==> src/rtl/alu_issue_stage_pkg.sv <==
// Shared definitions for the ALU operand-issue / writeback stage.
//   - Widths: DATA_W (operand/result), REG_W (register index), NREG.
//   - ALU opcode constants; opcodes above ALU_LAST_LEGAL are illegal.
//   - ex_reg_t: contents of the execute pipeline register.
//   - select_operand: register-0 / forwarding / register-file mux.
package alu_issue_stage_pkg;

  localparam int DATA_W = 32;
  localparam int REG_W  = 5;
  localparam int NREG   = 32;
  localparam int OP_W   = 4;

  typedef logic [OP_W-1:0] op_t;

  localparam op_t ALU_MUL        = 4'd0;
  localparam op_t ALU_RSUB       = 4'd1;
  localparam op_t ALU_NOR        = 4'd2;
  localparam op_t ALU_MADD       = 4'd3;
  localparam op_t ALU_MSUB       = 4'd4;
  localparam op_t ALU_SUB3       = 4'd5;
  localparam op_t ALU_ADD        = 4'd6;
  localparam op_t ALU_ADD23      = 4'd7;
  localparam op_t ALU_SLL        = 4'd8;
  localparam op_t ALU_SRL        = 4'd9;
  localparam op_t ALU_SRA        = 4'd10;
  localparam op_t ALU_ADDSLL     = 4'd11;
  localparam op_t ALU_ADDSRL     = 4'd12;
  localparam op_t ALU_LAST_LEGAL = 4'd12;

  typedef struct packed {
    logic              valid;
    op_t               op;
    logic [DATA_W-1:0] in1;
    logic [DATA_W-1:0] in2;
    logic [DATA_W-1:0] in3;
    logic [REG_W-1:0]  rd;
    logic              wen;
    logic              err;
  } ex_reg_t;

  // Register 0 is hard zero. Otherwise the instruction in execute, if it
  // will write this register, supplies its result ahead of the register file.
  function automatic logic [DATA_W-1:0] select_operand(
    input logic [REG_W-1:0]  r,
    input logic [DATA_W-1:0] rf_val,
    input ex_reg_t           ex,
    input logic [DATA_W-1:0] fwd_val
  );
    if (r == '0) begin
      return '0;
    end else if (ex.valid && ex.wen && (ex.rd == r)) begin
      return fwd_val;
    end else begin
      return rf_val;
    end
  endfunction

endpackage

==> src/rtl/alu_issue_stage_if.sv <==
// Issue and result channels of the ALU issue stage.
//   Issue channel  : in_valid/in_ready, in_op, in_rs/in_rt/in_ru, in_rd, in_wen.
//   Result channel : res_valid/res_ready, res_data, res_rd, res_err.
// Handshake: a transfer happens on a rising edge where valid && ready are both
// high. A producer holding valid keeps its payload stable until the transfer;
// ready may depend combinationally on the consumer's own state and on the
// downstream ready, never on the producer's valid.
// master = instruction source / result sink, slave = the issue stage.
interface alu_issue_stage_if;
  import alu_issue_stage_pkg::*;

  logic              in_valid;
  logic              in_ready;
  op_t               in_op;
  logic [REG_W-1:0]  in_rs;
  logic [REG_W-1:0]  in_rt;
  logic [REG_W-1:0]  in_ru;
  logic [REG_W-1:0]  in_rd;
  logic              in_wen;

  logic              res_valid;
  logic              res_ready;
  logic [DATA_W-1:0] res_data;
  logic [REG_W-1:0]  res_rd;
  logic              res_err;

  modport master (
    output in_valid, in_op, in_rs, in_rt, in_ru, in_rd, in_wen, res_ready,
    input  in_ready, res_valid, res_data, res_rd, res_err
  );

  modport slave (
    input  in_valid, in_op, in_rs, in_rt, in_ru, in_rd, in_wen, res_ready,
    output in_ready, res_valid, res_data, res_rd, res_err
  );

endinterface

==> src/rtl/alu_regfile.sv <==
// 32 x 32 register file for the ALU issue stage.
//   clk, rst        : clock, asynchronous active-high reset (clears all entries)
//   ra1..ra3        : read addresses, combinational read data on rd1..rd3
//   we, wa, wd      : single write port; writes to register 0 are dropped
// Register 0 always reads zero.
module alu_regfile
  import alu_issue_stage_pkg::*;
(
  input  logic              clk,
  input  logic              rst,
  input  logic [REG_W-1:0]  ra1,
  input  logic [REG_W-1:0]  ra2,
  input  logic [REG_W-1:0]  ra3,
  output logic [DATA_W-1:0] rd1,
  output logic [DATA_W-1:0] rd2,
  output logic [DATA_W-1:0] rd3,
  input  logic              we,
  input  logic [REG_W-1:0]  wa,
  input  logic [DATA_W-1:0] wd
);

  logic [DATA_W-1:0] regs [NREG];

  always_ff @(posedge clk or posedge rst) begin
    if (rst) begin
      for (int i = 0; i < NREG; i++) begin
        regs[i] <= '0;
      end
    end else if (we && (wa != '0)) begin
      regs[wa] <= wd;
    end
  end

  assign rd1 = (ra1 == '0) ? '0 : regs[ra1];
  assign rd2 = (ra2 == '0) ? '0 : regs[ra2];
  assign rd3 = (ra3 == '0) ? '0 : regs[ra3];

endmodule

==> src/rtl/alu_issue_stage.sv <==
// Operand-issue and writeback stage in front of a combinational ALU.
//   clk, rst          : clock, asynchronous active-high reset
//   io (slave)        : issue channel in, result channel out
//   alu_in1..alu_in3  : ALU operands, straight from the execute register
//   alu_op            : ALU opcode, straight from the execute register
//   alu_out           : ALU result (combinational from alu_*)
// Issue reads three operands (with forwarding from execute) and loads the
// execute register; the result retires on the result handshake, which is
// also when it is written back to the register file.
module alu_issue_stage
  import alu_issue_stage_pkg::*;
(
  input  logic              clk,
  input  logic              rst,
  alu_issue_stage_if.slave  io,
  output logic [DATA_W-1:0] alu_in1,
  output logic [DATA_W-1:0] alu_in2,
  output logic [DATA_W-1:0] alu_in3,
  output op_t               alu_op,
  input  logic [DATA_W-1:0] alu_out
);

  ex_reg_t           ex_q;
  logic              accept;
  logic              retire;
  logic              illegal;
  logic              rf_we;
  logic [DATA_W-1:0] rf_rd1, rf_rd2, rf_rd3;
  logic [DATA_W-1:0] op1, op2, op3;

  // Execute register drains on the same edge it refills, so issue only
  // stalls while a result is held by downstream.
  assign io.in_ready = !ex_q.valid || io.res_ready;
  assign accept      = io.in_valid && io.in_ready;
  assign retire      = ex_q.valid && io.res_ready;
  assign illegal     = io.in_op > ALU_LAST_LEGAL;

  alu_regfile u_regfile (
    .clk (clk),
    .rst (rst),
    .ra1 (io.in_rs),
    .ra2 (io.in_rt),
    .ra3 (io.in_ru),
    .rd1 (rf_rd1),
    .rd2 (rf_rd2),
    .rd3 (rf_rd3),
    .we  (rf_we),
    .wa  (ex_q.rd),
    .wd  (alu_out)
  );

  // The execute register is the only register-file writer, so forwarding
  // from it covers every read-after-write hazard with no stall.
  always_comb begin
    op1 = select_operand(io.in_rs, rf_rd1, ex_q, alu_out);
    op2 = select_operand(io.in_rt, rf_rd2, ex_q, alu_out);
    op3 = select_operand(io.in_ru, rf_rd3, ex_q, alu_out);
  end

  always_ff @(posedge clk or posedge rst) begin
    if (rst) begin
      ex_q <= '0;
    end else if (accept) begin
      ex_q.valid <= 1'b1;
      // Illegal opcodes still flow through as a harmless ADD, flagged and
      // with the write suppressed.
      ex_q.op    <= illegal ? ALU_ADD : io.in_op;
      ex_q.in1   <= op1;
      ex_q.in2   <= op2;
      ex_q.in3   <= op3;
      ex_q.rd    <= io.in_rd;
      ex_q.wen   <= io.in_wen && !illegal;
      ex_q.err   <= illegal;
    end else if (retire) begin
      ex_q.valid <= 1'b0;
    end
  end

  assign rf_we = retire && ex_q.wen && !ex_q.err && (ex_q.rd != '0);

  assign alu_in1      = ex_q.in1;
  assign alu_in2      = ex_q.in2;
  assign alu_in3      = ex_q.in3;
  assign alu_op       = ex_q.op;
  assign io.res_valid = ex_q.valid;
  assign io.res_data  = alu_out;
  assign io.res_rd    = ex_q.rd;
  assign io.res_err   = ex_q.err;

endmodule

==> src/flat_wrapper.sv <==
// flat-port wrapper written by rule: the top's interface ports become plain ports
module alu_issue_stage_flat import alu_issue_stage_pkg::*;
  (clk, rst, alu_in1, alu_in2, alu_in3, alu_op, alu_out, io_in_valid, io_in_op, io_in_rs, io_in_rt, io_in_ru, io_in_rd, io_in_wen, io_res_ready, io_in_ready, io_res_valid, io_res_data, io_res_rd, io_res_err);
  alu_issue_stage_if io_i ();
  input  logic clk;
  input  logic rst;
  output logic [DATA_W-1:0] alu_in1;
  output logic [DATA_W-1:0] alu_in2;
  output logic [DATA_W-1:0] alu_in3;
  output op_t alu_op;
  input  logic [DATA_W-1:0] alu_out;
  input wire logic [$bits(io_i.in_valid)-1:0] io_in_valid;
  input wire logic [$bits(io_i.in_op)-1:0] io_in_op;
  input wire logic [$bits(io_i.in_rs)-1:0] io_in_rs;
  input wire logic [$bits(io_i.in_rt)-1:0] io_in_rt;
  input wire logic [$bits(io_i.in_ru)-1:0] io_in_ru;
  input wire logic [$bits(io_i.in_rd)-1:0] io_in_rd;
  input wire logic [$bits(io_i.in_wen)-1:0] io_in_wen;
  input wire logic [$bits(io_i.res_ready)-1:0] io_res_ready;
  output wire logic [$bits(io_i.in_ready)-1:0] io_in_ready;
  output wire logic [$bits(io_i.res_valid)-1:0] io_res_valid;
  output wire logic [$bits(io_i.res_data)-1:0] io_res_data;
  output wire logic [$bits(io_i.res_rd)-1:0] io_res_rd;
  output wire logic [$bits(io_i.res_err)-1:0] io_res_err;
  assign io_i.in_valid = io_in_valid;
  assign io_i.in_op = io_in_op;
  assign io_i.in_rs = io_in_rs;
  assign io_i.in_rt = io_in_rt;
  assign io_i.in_ru = io_in_ru;
  assign io_i.in_rd = io_in_rd;
  assign io_i.in_wen = io_in_wen;
  assign io_i.res_ready = io_res_ready;
  assign io_in_ready = io_i.in_ready;
  assign io_res_valid = io_i.res_valid;
  assign io_res_data = io_i.res_data;
  assign io_res_rd = io_i.res_rd;
  assign io_res_err = io_i.res_err;
  alu_issue_stage u_core (.clk(clk), .rst(rst), .io(io_i), .alu_in1(alu_in1), .alu_in2(alu_in2), .alu_in3(alu_in3), .alu_op(alu_op), .alu_out(alu_out));
endmodule
==> config.mk <==
export PLATFORM = sky130hd
export DESIGN_NAME = alu_issue_stage_flat
export DESIGN_NICKNAME = d
export VERILOG_FILES = /design/src/rtl/alu_issue_stage_pkg.sv /design/src/rtl/alu_issue_stage_if.sv /design/src/rtl/alu_regfile.sv /design/src/rtl/alu_issue_stage.sv /design/src/flat_wrapper.sv
export SDC_FILE = /design/constraint.sdc
export NUM_CORES = 2
export LEC_CHECK = 0
export CORE_UTILIZATION = 35
export DETAILED_ROUTE_END_ITERATION = 7
export GPL_TIMING_DRIVEN = 1
export PLACE_DENSITY = 0.57
export SYNTH_ARGS = -nofsm -noshare
export SYNTH_HDL_FRONTEND = slang
export SYNTH_SLANG_ARGS = --single-unit
export TNS_END_PERCENT = 50
==> constraint.sdc <==
create_clock -name clk -period 42.7 [get_ports clk]
set_input_delay 8.54 -clock clk [delete_from_list [all_inputs] [get_ports clk]]
set_output_delay 8.54 -clock clk [all_outputs]
set_load 0.05 [all_outputs]
==> summary.md <==
| Metric | Value |
|---|---|
| Final Cycle Share | `0.4539` |
| Starting Density | `0.3541` |
| Post-Syn Instances | `4660` |
| FF-to-FF setup slack | `38.96 ns` |
| VDD IR-drop max | `0.00004414 V` |
| Worst-path fanout max | `33` |
| Maximum root-to-sink buffer count | `3` |
| Yosys warnings | `0` |
| Hold Path Class | `register to register` |
| WS Path Type | `input pin to output pin` |
| Worst slew pin tran | `1.245 ns` |
| IO Pins | `201` |
| Clock share of power | `0.380` |
| FF-to-FF End | `u_core.u_regfile.regs[432]` |
| First-pass GRT wire length | `336700 um` |
| Pin count of the biggest net entering global routing | `171` |
| WHS Path Cells | `0` |
| Initial antenna violation count | `1` |
| Register bit total from synthesis | `1132` |
| CP Launch Type | `input pin` |
| Core area | `188600 um^2` |
| Number of routed nets with antenna violations | `0` |
| Switch share | `0.2939` |
| Clk sinks | `1132` |
| Count leader, synth | `dfrtp_1` |
| Overall global routing resource usage | `0.2431` |
| Async SR Flop Fraction | `1.000` |
| Setup-failing EPs final | `0` |
| DR WL/cell | `33.23 um` |
| DRT iter0 DRCs | `4306` |
| Yosys top cell area share | `0.4241` |
| Post-Syn Area per Cell | `14.33 um^2` |
| DIE AREA | `192600 um^2` |
| WHS Endpoint | `u_core.u_regfile.regs[1018]` |
| Skew final | `0.03764 ns` |
| Critical path's largest stage delay | `1.22 ns` |
| CTS tree | `built` |
| Sequential area share after synthesis | `0.4241` |
| Max-cap violation count | `0` |
| Total power | `3.118 mW` |
| Hold Buf Count CTS | `0` |
| Syn nets | `4721` |
| Unique masters post-synth | `40` |
| EDFF count, synth | `0` |
| P_int | `2.201 mW` |
| Gp weighted congestion | `0.7907` |
| Slew Limit Headroom | `0.1681` |
| Combinational Power Share | `0.193` |
| Via count | `44440` |
| Area delta synth->final | `11.03%` |
| Multi-input gate area | `35230 um^2` |
| Worst-path cell chain | `clkdlybuf4s50_1 > clkdlybuf4s50_1` |
| Psw | `916.3 uW` |
| # port buffers | `200` |
| Clk_lat worst skew | `0.81 ns` |
| Top FF cell, synth | `dfrtp_1` |
| Dpl hpwl | `123500 um` |
| Vias per cell | `6.311` |
| Static leakage | `32.26 nW` |
| Fraction of layout cells with a size suffix above 1 | `0.3980` |
| Die width | `438.8 um` |
| Status | `completed` |
| Setup Fix Bufs, Post-CTS | `0` |
| Fmax | `0.05159 GHz` |
| Post-cts sizing count | `0` |
| Sequential power share | `0.428` |
| Critical path data required time | `34.16 ns` |
| Site Rows | `159` |
| Sum Neg Setup Slack | `0 ns` |
| Worst flop-to-flop path startpoint | `u_core.io.res_err` |
| Final WL | `234000 um` |
| RSZ-0062 raised after global routing | `no` |
| Crit path DAT | `10.84 ns` |
| Min Tclk post-route | `19.38 ns` |
| Number of global-route vias before repair | `45850` |
| CP Capture Type | `output pin` |
| Min-Delay Startpoint | `u_core.u_regfile.regs[1018]` |
| Most frequent cells after synthesis | `dfrtp_1, mux4_2, mux2_2` |
| Drt pass-1 iters | `5` |
| GRT overflow | `0` |
| Synthesized cell area | `66790 um^2` |
| Die H | `438.8 um` |
| Buf/Inv on CP | `2` |
| Ranking of synthesized cells by area | `dfrtp_1, mux4_2, mux2_2` |
| Nets | `4501` |
| TritonCTS buffer count | `136` |
| Synth area leader | `dfrtp_1` |
| Final hold viol count | `0` |
| Critical path's slowest cell | `clkdlybuf4s50_1` |
| Clock Pin Slew Worst Setup and Hold Paths | `0.05 ns` |
| Htree depth | `4` |
| Filler Cell Count | `17580` |
| Most numerous cell on the critical path | `clkdlybuf4s50_1` |
| Final Max Tran Viols | `0` |
| CP delay by family, top | `buffers and inverters` |
| Reg2Reg Depth | `5` |
| PwrDens | `42.04 nW/um^2` |
| FF/Latch Area | `28330 um^2` |
| Root Driver | `clkbuf_16` |
| Post-route DRC | `0` |
-- final cells by class --
cell class | instances | area share
diodes | 2 | 0.00006749
clock buffers | 193 | 0.05352
clock inverters | 50 | 0.007356
inverters | 6 | 0.0004049
multi-input cells | 2853 | 0.4751
flip-flops and latches | 1132 | 0.3820
well taps | 2495 | 0.04210
repair buffers | 311 | 0.03948
-- metrics by stage --
| step | utilization | setup slack (ns) | instances | hold slack, ns | area (um^2) |
|---|---|---|---|---|---|
| 2_1_floorplan | - | 2.281 | 4660 | 0.4400 | 66790 |
| 3_3_place_gp | 0.3692 | 23.32 | 6797 | 0.3923 | 69640 |
| 3_5_place_dp | 0.3692 | 23.32 | 6797 | 0.4016 | 69640 |
| 4_1_cts | 0.3932 | 23.31 | 7040 | 0.4149 | 74150 |
| 5_1_grt | 0.3932 | 23.20 | 7041 | 0.4264 | 74150 |
| 6_report | 0.3932 | 23.32 | 7042 | 0.4136 | 74160 |
-- per-layer routing --
metal,vias up,track usage,part of all wire
met5,-,0,0
met4,0,0.1076,0.046
met3,571,0.05433,0.078
met2,2121,0.3971,0.48
met1,24050,0.3084,0.39
li1,17700,-,-
-- power by group through the flow --
stage	Sequential (mW)	Clock, mW	Combinational (mW)
after global routing	1.35	1.25	0.636
after detailed placement	1.35	0	0.602
after CTS	1.33	1.20	0.603
after floorplan	1.30	0	0.485
after global placement	1.34	0	0.593
final	1.33	1.18	0.600
-- registers in the layout, summed over array words and instances (netlist names) --
name / count
u_core.io.res_rd: 5
u_core.io.res_valid: 1
u_core.alu_in3: 32
u_core.alu_op: 4
u_core.alu_in2: 32
u_core.io.res_err: 1
u_core.ex_q: 1
u_core.alu_in1: 32
u_core.u_regfile.regs: 1024
-- cell families after synthesis --
family	Yosys count	share of synthesized area
and+or+nand+nor	524	0.03226
xor gates and xnor gates	15	0.001967
muxes	1760	0.4262
AOI/OAI and AO/OA	554	0.06298
buffers and inverters	675	0.05245
DFF	1132	0.4241
-- worst max-delay path by stage --
stage / startpoint / endpoint / slack (ns) / depth (start not counted)
3_5_place_dp: alu_out[6] / io_res_data[6] / 23.32 / 2
3_3_place_gp: alu_out[6] / io_res_data[6] / 23.32 / 2
2_1_floorplan: rst / u_core.alu_in1[0] / 2.28 / 1
6_report: alu_out[6] / io_res_data[6] / 23.32 / 2
4_1_cts: alu_out[6] / io_res_data[6] / 23.31 / 2
5_1_grt: alu_out[6] / io_res_data[6] / 23.20 / 2
-- cell usage in the layout, fill, tap and decap left out, types with 64 or more instances in the layout --
cell type	instances
nand2_1	446
o2111ai_1	64
mux2_1	346
clkbuf_16	137
dfrtp_1	1132
mux2_2	646
buf_4	106
mux4_2	768
a22oi_1	384
clkdlybuf4s50_1	194
(Power assumes the default switching activity.)
